===== config.mk =====
export PLATFORM = sky130hd
export DESIGN_NAME = output_port_scheduler_flat
export DESIGN_NICKNAME = d
export VERILOG_FILES = /design/src/rtl/noc_pkg.sv /design/src/rtl/output_port_scheduler_if.sv /design/src/rtl/rr_pick5.sv /design/src/rtl/output_port_scheduler.sv /design/src/flat_wrapper.sv
export SDC_FILE = /design/constraint.sdc
export NUM_CORES = 1
export LEC_CHECK = 0
export BUFFER_PORTS_ARGS = -buffer_cell sky130_fd_sc_hd__buf_2
export CELL_PAD_IN_SITES_DETAIL_PLACEMENT = 2
export CELL_PAD_IN_SITES_GLOBAL_PLACEMENT = 2
export CORE_ASPECT_RATIO = 1.1
export CORE_UTILIZATION = 35
export CTS_CLUSTER_DIAMETER = 100
export DETAILED_ROUTE_END_ITERATION = 12
export HOLD_SLACK_MARGIN = 0.12
export PLACE_DENSITY_LB_ADDON = 0.1
export SKIP_LAST_GASP = 1
export SLEW_MARGIN = 20
export SYNTH_ARGS = -nofsm -noshare
export SYNTH_HDL_FRONTEND = slang
export SYNTH_SLANG_ARGS = --single-unit

===== constraint.sdc =====
create_clock -name clk -period 6.1 [get_ports clk]
set_clock_uncertainty 0.05 [all_clocks]
set_input_delay 0.915 -clock clk [delete_from_list [all_inputs] [get_ports clk]]
set_output_delay 0.915 -clock clk [all_outputs]
set_load 0.1 [all_outputs]

===== src/rtl/noc_pkg.sv =====
// Shared mesh-router definitions: flit types, port indices, idle select code
// and small helpers used by the schedulers and pickers.
package noc_pkg;

  localparam int NUM_PORTS = 5;

  localparam logic [2:0] PORT_N = 3'd0;
  localparam logic [2:0] PORT_S = 3'd1;
  localparam logic [2:0] PORT_W = 3'd2;
  localparam logic [2:0] PORT_E = 3'd3;
  localparam logic [2:0] PORT_L = 3'd4;

  // Crossbar select value that makes the mux output zero
  localparam logic [2:0] SEL_IDLE = 3'b111;

  typedef enum logic [1:0] {
    FT_BODY   = 2'b00,
    FT_TAIL   = 2'b01,
    FT_HEAD   = 2'b10,
    FT_SINGLE = 2'b11
  } flit_type_t;

  typedef enum logic {
    ST_IDLE   = 1'b0,
    ST_LOCKED = 1'b1
  } sched_state_t;

  // Reduce a value in 0..9 to 0..4 (port index arithmetic modulo 5)
  function automatic logic [2:0] wrap5(input logic [3:0] v);
    return (v >= 4'd5) ? 3'(v - 4'd5) : v[2:0];
  endfunction

  // HEAD and SINGLE both open a packet; they share the set MSB
  function automatic logic starts_pkt(input logic [1:0] t);
    return t[1];
  endfunction

endpackage


===== src/rtl/output_port_scheduler_if.sv =====
// Request/grant bundle between input buffers, scheduler, crossbar and
// credit counter for one router output.
interface output_port_scheduler_if;
  logic [4:0] req_i;
  logic [9:0] flit_type_i;
  logic       credit_i;
  logic [2:0] sel_o;
  logic [4:0] read_o;
  logic       cc_dec_o;
  logic       valid_o;

  modport master (
    output req_i, flit_type_i, credit_i,
    input  sel_o, read_o, cc_dec_o, valid_o
  );

  modport slave (
    input  req_i, flit_type_i, credit_i,
    output sel_o, read_o, cc_dec_o, valid_o
  );
endinterface


===== src/rtl/rr_pick5.sv =====
// Combinational 5-way round-robin picker: first requester at or after ptr.
module rr_pick5
  import noc_pkg::*;
(
  input  logic [4:0] req,
  input  logic [2:0] ptr,
  output logic [2:0] gnt_idx,
  output logic       any
);

  logic [2:0]           cand_idx [NUM_PORTS];
  logic [NUM_PORTS-1:0] cand_req;

  // Rotate the request vector so offset 0 is the current priority holder
  for (genvar gi = 0; gi < NUM_PORTS; gi++) begin : g_rot
    assign cand_idx[gi] = wrap5({1'b0, ptr} + 4'(gi));
    assign cand_req[gi] = req[cand_idx[gi]];
  end

  // Scan from the far end so the lowest rotated offset wins
  always_comb begin
    gnt_idx = 3'd0;
    any     = 1'b0;
    for (int k = NUM_PORTS - 1; k >= 0; k--) begin
      if (cand_req[k]) begin
        gnt_idx = cand_idx[k];
        any     = 1'b1;
      end
    end
  end

endmodule


===== src/rtl/output_port_scheduler.sv =====
// Wormhole scheduler for one router output: round-robin grant on HEAD/SINGLE,
// then hold the crossbar on the winner until its TAIL (or SINGLE) leaves.
module output_port_scheduler
  import noc_pkg::*;
#(
  parameter int FLIT_W = 16,
  parameter int CNT_W  = 16
) (
  input  logic                 clk,
  input  logic                 reset,
  output_port_scheduler_if.slave port_if,
  output logic                 busy_o,
  output logic                 err_o,
  output logic [CNT_W-1:0]     pkt_cnt_o
);

  // Flit type lives in the top two flit bits, so narrower flits are meaningless
  if (FLIT_W < 2) begin : g_bad_flit_w
    $error("output_port_scheduler: FLIT_W must be at least 2");
  end

  sched_state_t     state_q, state_d;
  logic [2:0]       owner_q, owner_d;
  logic [2:0]       rr_ptr_q, rr_ptr_d;
  logic             first_q, first_d;
  logic             err_q, err_d;
  logic [CNT_W-1:0] pkt_cnt_q, pkt_cnt_d;

  logic [1:0]           type_arr [NUM_PORTS];
  logic [NUM_PORTS-1:0] eligible;
  logic [NUM_PORTS-1:0] bad_idle;
  logic [2:0]           pick_idx;
  logic                 pick_any;
  flit_type_t           owner_type;
  logic                 xfer;
  logic                 proto_err;

  // Split the packed type bus and classify each head-of-line flit
  for (genvar gi = 0; gi < NUM_PORTS; gi++) begin : g_in
    assign type_arr[gi] = port_if.flit_type_i[2*gi +: 2];
    assign eligible[gi] = port_if.req_i[gi] & starts_pkt(type_arr[gi]);
    assign bad_idle[gi] = port_if.req_i[gi] & ~starts_pkt(type_arr[gi]);
  end

  rr_pick5 u_pick (
    .req     (eligible),
    .ptr     (rr_ptr_q),
    .gnt_idx (pick_idx),
    .any     (pick_any)
  );

  assign owner_type = flit_type_t'(type_arr[owner_q]);
  assign xfer       = (state_q == ST_LOCKED) & port_if.req_i[owner_q] & port_if.credit_i;
  // A packet must open on HEAD/SINGLE and never reopen mid-packet
  assign proto_err  = first_q ? ~starts_pkt(owner_type) : starts_pkt(owner_type);

  // Next-state, grant/lock control and the per-cycle crossbar/pop/credit pulses
  always_comb begin
    state_d          = state_q;
    owner_d          = owner_q;
    rr_ptr_d         = rr_ptr_q;
    first_d          = first_q;
    err_d            = err_q;
    pkt_cnt_d        = pkt_cnt_q;
    port_if.sel_o    = SEL_IDLE;
    port_if.read_o   = 5'b00000;
    port_if.cc_dec_o = 1'b0;
    port_if.valid_o  = 1'b0;

    case (state_q)
      ST_IDLE: begin
        // BODY/TAIL at a head-of-line while nobody owns the output is a lost packet start
        if (|bad_idle) err_d = 1'b1;
        // Grant only; the head flit moves in the following cycle
        if (pick_any && port_if.credit_i) begin
          state_d = ST_LOCKED;
          owner_d = pick_idx;
          first_d = 1'b1;
        end
      end
      ST_LOCKED: begin
        port_if.sel_o = owner_q;
        if (xfer) begin
          port_if.read_o   = 5'b00001 << owner_q;
          port_if.cc_dec_o = 1'b1;
          port_if.valid_o  = 1'b1;
          if (proto_err) begin
            // Forward anyway and keep the lock; the flag is sticky
            err_d   = 1'b1;
            first_d = 1'b0;
          end else if (owner_type == FT_TAIL || owner_type == FT_SINGLE) begin
            state_d   = ST_IDLE;
            rr_ptr_d  = wrap5({1'b0, owner_q} + 4'd1);
            pkt_cnt_d = pkt_cnt_q + CNT_W'(1);
          end else begin
            first_d = 1'b0;
          end
        end
      end
      default: state_d = ST_IDLE;
    endcase
  end

  // State and bookkeeping registers with synchronous reset
  always_ff @(posedge clk) begin
    if (reset) begin
      state_q   <= ST_IDLE;
      owner_q   <= 3'd0;
      rr_ptr_q  <= 3'd0;
      first_q   <= 1'b0;
      err_q     <= 1'b0;
      pkt_cnt_q <= '0;
    end else begin
      state_q   <= state_d;
      owner_q   <= owner_d;
      rr_ptr_q  <= rr_ptr_d;
      first_q   <= first_d;
      err_q     <= err_d;
      pkt_cnt_q <= pkt_cnt_d;
    end
  end

  assign busy_o    = (state_q == ST_LOCKED);
  assign err_o     = err_q;
  assign pkt_cnt_o = pkt_cnt_q;

endmodule


===== src/flat_wrapper.sv =====
// flat-port wrapper written by rule: the top's interface ports become plain ports
module output_port_scheduler_flat import noc_pkg::*;
#(
  parameter int FLIT_W = 16,
  parameter int CNT_W  = 16
)
  (clk, reset, busy_o, err_o, pkt_cnt_o, port_if_req_i, port_if_flit_type_i, port_if_credit_i, port_if_sel_o, port_if_read_o, port_if_cc_dec_o, port_if_valid_o);
  output_port_scheduler_if port_if_i ();
  input  logic clk;
  input  logic reset;
  output logic busy_o;
  output logic err_o;
  output logic [CNT_W-1:0] pkt_cnt_o;
  input wire logic [$bits(port_if_i.req_i)-1:0] port_if_req_i;
  input wire logic [$bits(port_if_i.flit_type_i)-1:0] port_if_flit_type_i;
  input wire logic [$bits(port_if_i.credit_i)-1:0] port_if_credit_i;
  output wire logic [$bits(port_if_i.sel_o)-1:0] port_if_sel_o;
  output wire logic [$bits(port_if_i.read_o)-1:0] port_if_read_o;
  output wire logic [$bits(port_if_i.cc_dec_o)-1:0] port_if_cc_dec_o;
  output wire logic [$bits(port_if_i.valid_o)-1:0] port_if_valid_o;
  assign port_if_i.req_i = port_if_req_i;
  assign port_if_i.flit_type_i = port_if_flit_type_i;
  assign port_if_i.credit_i = port_if_credit_i;
  assign port_if_sel_o = port_if_i.sel_o;
  assign port_if_read_o = port_if_i.read_o;
  assign port_if_cc_dec_o = port_if_i.cc_dec_o;
  assign port_if_valid_o = port_if_i.valid_o;
  output_port_scheduler #(.FLIT_W(FLIT_W), .CNT_W(CNT_W)) u_core (.clk(clk), .reset(reset), .port_if(port_if_i), .busy_o(busy_o), .err_o(err_o), .pkt_cnt_o(pkt_cnt_o));
endmodule

# Yosys cells after proc, flatten, opt, wreduce, memory -nomap -nowiden
# Cells that the tools add are included.
[classes]
add_sub_neg = 12
magnitude_cmp = 13
n_eq_ne = 7
n_shift = 1
mux = 51
n_bitwise = 21
n_reduce_logical = 7
[ops]
columns = ["op", "n"]
rows = [
  ["3-bit 2-to-1 mux", 12],
  ["1-bit 2-to-1 mux", 25],
  ["3-bit by 4-bit < comparator with 1-bit output, second input constant", 6],
  ["4-bit by 3-bit >= comparator with 1-bit output, second input constant", 5],
  ["1-bit binary-select mux with 3-bit select", 6],
  ["3-bit subtractor, second input constant", 6],
  ["16-bit by 1-bit adder with 16-bit output, second input constant", 1],
  ["1-bit AND", 12],
  ["5-bit 2-to-1 mux", 2],
  ["3-bit by 1-bit adder with 4-bit output, second input constant", 2],
  ["3-bit by 2-bit adder with 4-bit output, second input constant", 2],
  ["1-bit inverter", 8],
  ["2-bit binary-select mux with 3-bit select", 1],
  ["1-bit one-hot mux with 2 select lines", 3],
  ["3-bit AND reduction", 2],
  ["5-bit OR reduction", 1],
  ["1-bit by 3-bit << shifter with 5-bit output, first input constant", 1],
  ["3-bit by 3-bit adder with 4-bit output, second input constant", 1],
  ["4-bit >= comparator, second input constant", 1],
  ["2-bit 2-to-1 mux", 2],
  ["2-bit by 1-bit inequality test with 1-bit output, second input constant", 2],
  ["2-bit inequality test, second input constant", 2],
  ["3-bit inverter with 4-bit output", 1],
  ["4-bit AND reduction", 1],
  ["other kinds (7)", 7],
]
[word_totals]
reg_bits = 25
elab_cells = 118

# Longest topological paths before layout
[depth]
word_depth = 13
depth_mapped = 13
depth_no_buf = 12

# Modules after synthesis
# A second synthesis with hierarchy kept.
[unflattened]
cells_unflattened = 357
hier_area_um2 = 2849.0
[by_module_without_submodules]
columns = ["mod", "n_inst", "cells_each", "area_each_um2", "seq_area_each_um2"]
rows = [
  ["output_port_scheduler", 1, 203, 1775.5, 500.5],
  ["rr_pick5", 1, 154, 1073.5, 0.0],
]

# Worst setup path after synthesis
# OpenSTA, ideal clock, no wires.
[synth_path]
path_type = "register to output"
startpoint = "reg u_core.state_q, in the netlist u_core.busy_o"
endpoint = "out port_if_read_o[4]"
arrival_time_ns = 4.550
required_ns = 5.135
path_slack_ns = 0.585
stages_incl_launch_ff = 6
path_buffers = 1
path_cell_list = "dfxtp_1 clkbuf_4 nand2_1 a21oi_2 inv_1 nor3_1"
[synth_via]
elab_chain_len = 4
[synth_rtl]
columns = ["element", "line_no", "text"]
rows = [
  ["from (decl)", "output_port_scheduler.sv:22", "sched_state_t state_q, state_d;"],
  ["from (signal assigned)", "output_port_scheduler.sv:114", "state_q <= state_d;"],
  ["1-bit AND (2 in series)", "output_port_scheduler.sv:53", "assign xfer = (state_q == ST_LOCKED) & port_if.req_i[owner_q] & port_if.credit_i;"],
  ["5-bit 2-to-1 mux", "output_port_scheduler.sv:83", "if (xfer) begin"],
  ["5-bit 2-to-1 mux (*)", "output_port_scheduler.sv:70", "case (state_q)"],
  ["to (decl)", "flat_wrapper.sv:18", "output wire logic [$bits(port_if_i.read_o)-1:0] port_if_read_o;"],
]
# Mark *: on every way between the ends. The rest lies on a longest branch, timed or not.

# Worst setup path in the final report
[layout_path]
startpoint = "reg u_core.rr_ptr_q[1]"
endpoint = "reg u_core.owner_q[0]"
[layout_via]
elab_chain_len = 12
elab_cells_between_ends = 41
[layout_rtl]
columns = ["element", "line_no", "text"]
rows = [
  ["from (decl)", "output_port_scheduler.sv:24", "logic [2:0] rr_ptr_q, rr_ptr_d;"],
  ["from (signal assigned)", "output_port_scheduler.sv:116", "rr_ptr_q <= rr_ptr_d;"],
  ["3-bit by 3-bit adder with 4-bit output", "rr_pick5.sv:16", "assign cand_idx[gi] = wrap5({1'b0, ptr} + 4'(gi));"],
  ["4-bit by 3-bit >= comparator with 1-bit output or 3-bit subtractor (tied branches)", "noc_pkg.sv:30", "return (v >= 4'd5) ? 3'(v - 4'd5) : v[2:0];"],
  ["3-bit 2-to-1 mux", "noc_pkg.sv:30", ""],
  ["1-bit binary-select mux with 3-bit select", "rr_pick5.sv:17", "assign cand_req[gi] = req[cand_idx[gi]];"],
  ["1-bit 2-to-1 mux (not written as such)", "rr_pick5.sv:17", ""],
  ["1-bit 2-to-1 mux (5 in series)", "rr_pick5.sv:25", "if (cand_req[k]) begin"],
  ["1-bit logical AND", "output_port_scheduler.sv:75", "if (pick_any && port_if.credit_i) begin"],
  ["2-bit AND reduction (no line)", "n/a", ""],
  ["to (signal assigned)", "output_port_scheduler.sv:115", "owner_q <= owner_d;"],
  ["to (decl)", "output_port_scheduler.sv:23", "logic [2:0] owner_q, owner_d;"],
]
# Parallel ways exist; a longest one is shown, timed or not. The select of a mux whose other input is x is not followed.
# A chain may end at the register's enable or synchronous reset.

==> impl_results.md <==
- Static Leak: 1.22 nW
- Net Sw Frac: 41.1%
- CTS Buffer Depth: 2
- Worst r2r path cells: 9
- Cells after synthesis: 333
- Top area cells in the synthesized netlist: dfxtp_1 (19%), ha_1 (7.7%), nand3_1 (5.0%)
- Worst EP arrival: 3780 ps
- Vias in the first global route: 2,666
- Leading cell types in the layout, fill and taps excluded: buf_2 (45), nor2_1 (30), nand2_1 (29)
- Clock sinks: 25
- Fin crit period: 3650 ps
- HPWL Detailed: 6740 um
- FP Rows: 32
- Cell area power density: 161 mW/mm^2
- Syn_nets: 368
- Yosys top cell by area: dfxtp_1
- Largest net degree at the start of global routing: 33
- Crit Path Class: flop to flop
- Sw Pwr: 0.191 mW
- N_diodes: 0
- Max stage delay on crit path: 700 ps
- Hold-fix buffers, CTS: 0
- Seq/Total Area, Yosys: 19.2%
- Data required, critical path: 6230 ps
- Top-area cell type share of the netlist area: 19.2%
- Die width: 84.2 um
- Post-CTS Resized: 0
- Sequential share of power: 38.9%
- Via density: 5.59
- Yosys reg bits: 25
- Setup Fix Bufs, Post-CTS: 0
- Placed cells: 449
- Top FF cell, synth: dfxtp_1
- Clock network power share: 21.0%
- DRT Wirelength: 8500 um
- Worst R2R End: u_core.owner_q[0]
- First-pass GRT wire length: 14,200 um
- Critical Path Source Type: flop
- VDD IR max: 0.0000987 V
- Syn Std Cell Area: 0.00260 sq mm
- Max Fanout on Critical Path: 20
- Hold Vio Cnt, Final: 0
- Reg2Reg Setup Slack: 2450 ps
- Fmax: 0.274 GHz
- Max H-tree Level: 1
- GP Congestion: 0.801
- Crit-path cells: inv_1, ha_1, o21ai_0, mux4_2, nand2_1, nand4_1, o41ai_4, a21oi_2, a221oi_2
- Max-Cap Viols: 0
- Detailed-route DRC error count: 0
- Slew margin rel.: 49.8%
- Fin cells: 453
- Mean Syn Cell Area: 7.82 sq um
- Die H: 92.4 um
- Antenna violations before repair: 0
- Max-slew violation count: 0
- Die area: 0.00778 sq mm
- Number of synthesized flops with an enable pin: 0
- Global route total overflow: 0
- Share of cells above drive strength 1: 20.4%
- I/O pins: 46
- Final TNS setup: 0 ps
- Root Driver: clkbuf_8
- FILL cells: 867
- Clock latency on the worst-skew pair: 260 ps
- Nets@finish: 404
- Initial DRC count: 91
- Hold crit path type: flop to flop
- Initial DRT Pass Iterations: 4
- Comb pwr share: 40.0%
- Initial Util: 36.7%
- Slowest CP cell: ha_1
- Routed Antenna Nets: 0
- IO Port Bufs: 45
- Most common cell after layout, fill and taps aside: buf_2
- Synth-to-layout area growth: 11.2%
- Least-Margin Pin Slew: 746 ps
- Reg2reg start: u_core.rr_ptr_q[1]
- Count of cell types in the netlist: 67
- Crit end category: flop
- CP endpoint: u_core.owner_q[0]
- Clk slew on worst S/H paths: 80 ps
- Total CTS buffers: 3
- Unrepaired setup endpoints after global routing: false
- Pint: 0.274 mW
- Asr flop ratio synth: 0%
- Setup violators final: 0
- WL/cell: 18.8 um
- Fin crit share: 59.8%
- Crit path launch: u_core.rr_ptr_q[1]
- Core footprint: 0.00709 sq mm
- Global-route usage over all layers: 22.6%
- CTS tree: built
- Yosys warnings: 0
- Status: finished, final reports clean
- Routed vias: 2,531
## Yosys cell counts (5+ instances only)
cell type	number
nor2_1	30
nand2_1	29
nand3_1	26
dfxtp_1	25
a21oi_1	20
inv_1	20
ha_1	16
o21ai_0	13
nor3_1	12
xnor2_1	12
xor2_1	10
nand2b_1	9
a211oi_1	8
and3_1	8
mux2i_1	7
clkbuf_1	5
nand4_1	5
## logic make-up after synthesis
group	after synthesis	synth area share, %
xor gates and xnor gates	22	7.40
and+or+nand+nor	142	29.0
DFF	25	19.2
muxes	13	7.02
buffers and inverters	37	6.78
AOI/OAI and AO/OA	77	22.1
adders and majority gates	17	8.46
## flip-flops by register name, summed over array words and instances (netlist names)
| register | flops |
|---|---|
| u_core.pkt_cnt_o | 16 |
| u_core.owner_q | 3 |
| u_core.rr_ptr_q | 3 |
| u_core.busy_o | 1 |
| u_core.err_o | 1 |
| u_core.first_q | 1 |
## stage by stage
| stage | utilization (%) | setup slack, ps | area (sq um) | hold WS (ps) | power [mW] |
|---|---|---|---|---|---|
| floorplan | - | 585 | 2600 | 424 | 0.330 |
| global placement | 40.2 | 2640 | 2850 | 420 | 0.368 |
| global route | 40.8 | 2080 | 2890 | 546 | 0.496 |
| detailed placement | 40.2 | 2440 | 2850 | 446 | 0.372 |
| CTS | 40.8 | 2410 | 2890 | 468 | 0.471 |
| finish | 40.8 | 2450 | 2890 | 470 | 0.465 |
## power groups by stage
stage	Sequential, mW	Clock [mW]	Combinational [mW]
global route	0.183	0.111	0.203
detailed placement	0.185	0	0.186
global placement	0.185	0	0.182
floorplan	0.192	0	0.138
finish	0.181	0.0978	0.186
CTS	0.181	0.102	0.188
## critical path: cells and delay by family, from the launching register on
family	cells	cell delay [ps]
flip-flops	1	670
buffers and inverters	1	240
adder cells (fa/ha/maj)	1	700
multiplexers	1	490
AO/OA/AOI/OAI	4	970
AND/OR/NAND/NOR	2	430
## worst min path at each step
| stage | end | start | depth (start not counted) | slack [ps] |
|---|---|---|---|---|
| 4_1_cts | u_core.err_o | u_core.err_o | 2 | 470 |
| 3_3_place_gp | u_core.err_o | u_core.err_o | 2 | 420 |
| 5_1_grt | u_core.owner_q[2] | u_core.owner_q[2] | 2 | 550 |
| 3_5_place_dp | u_core.err_o | u_core.err_o | 2 | 450 |
| 2_1_floorplan | u_core.owner_q[2] | u_core.owner_q[2] | 2 | 420 |
| 6_report | u_core.err_o | u_core.err_o | 2 | 470 |
## layer usage
layer,global-route usage [%],share of wire (%),vias up
li1,-,-,1259
met1,29.5,46,1236
met2,41.7,52,32
met3,0.891,2.1,4
met4,3.30,0.39,0
met5,0,0,-
## area by class of cell
| type | instances | area, sq um | area share [%] |
|---|---|---|---|
| Clock buffer | 4 | 45.0 | 1.56 |
| Inverter | 22 | 82.6 | 2.85 |
| Multi-Input combinational cell | 271 | 1930 | 66.6 |
| Sequential cell | 25 | 500 | 17.3 |
| Tap cell | 85 | 106 | 3.68 |
| Timing Repair Buffer | 46 | 233 | 8.04 |
Power figures use the tool's default switching activity.
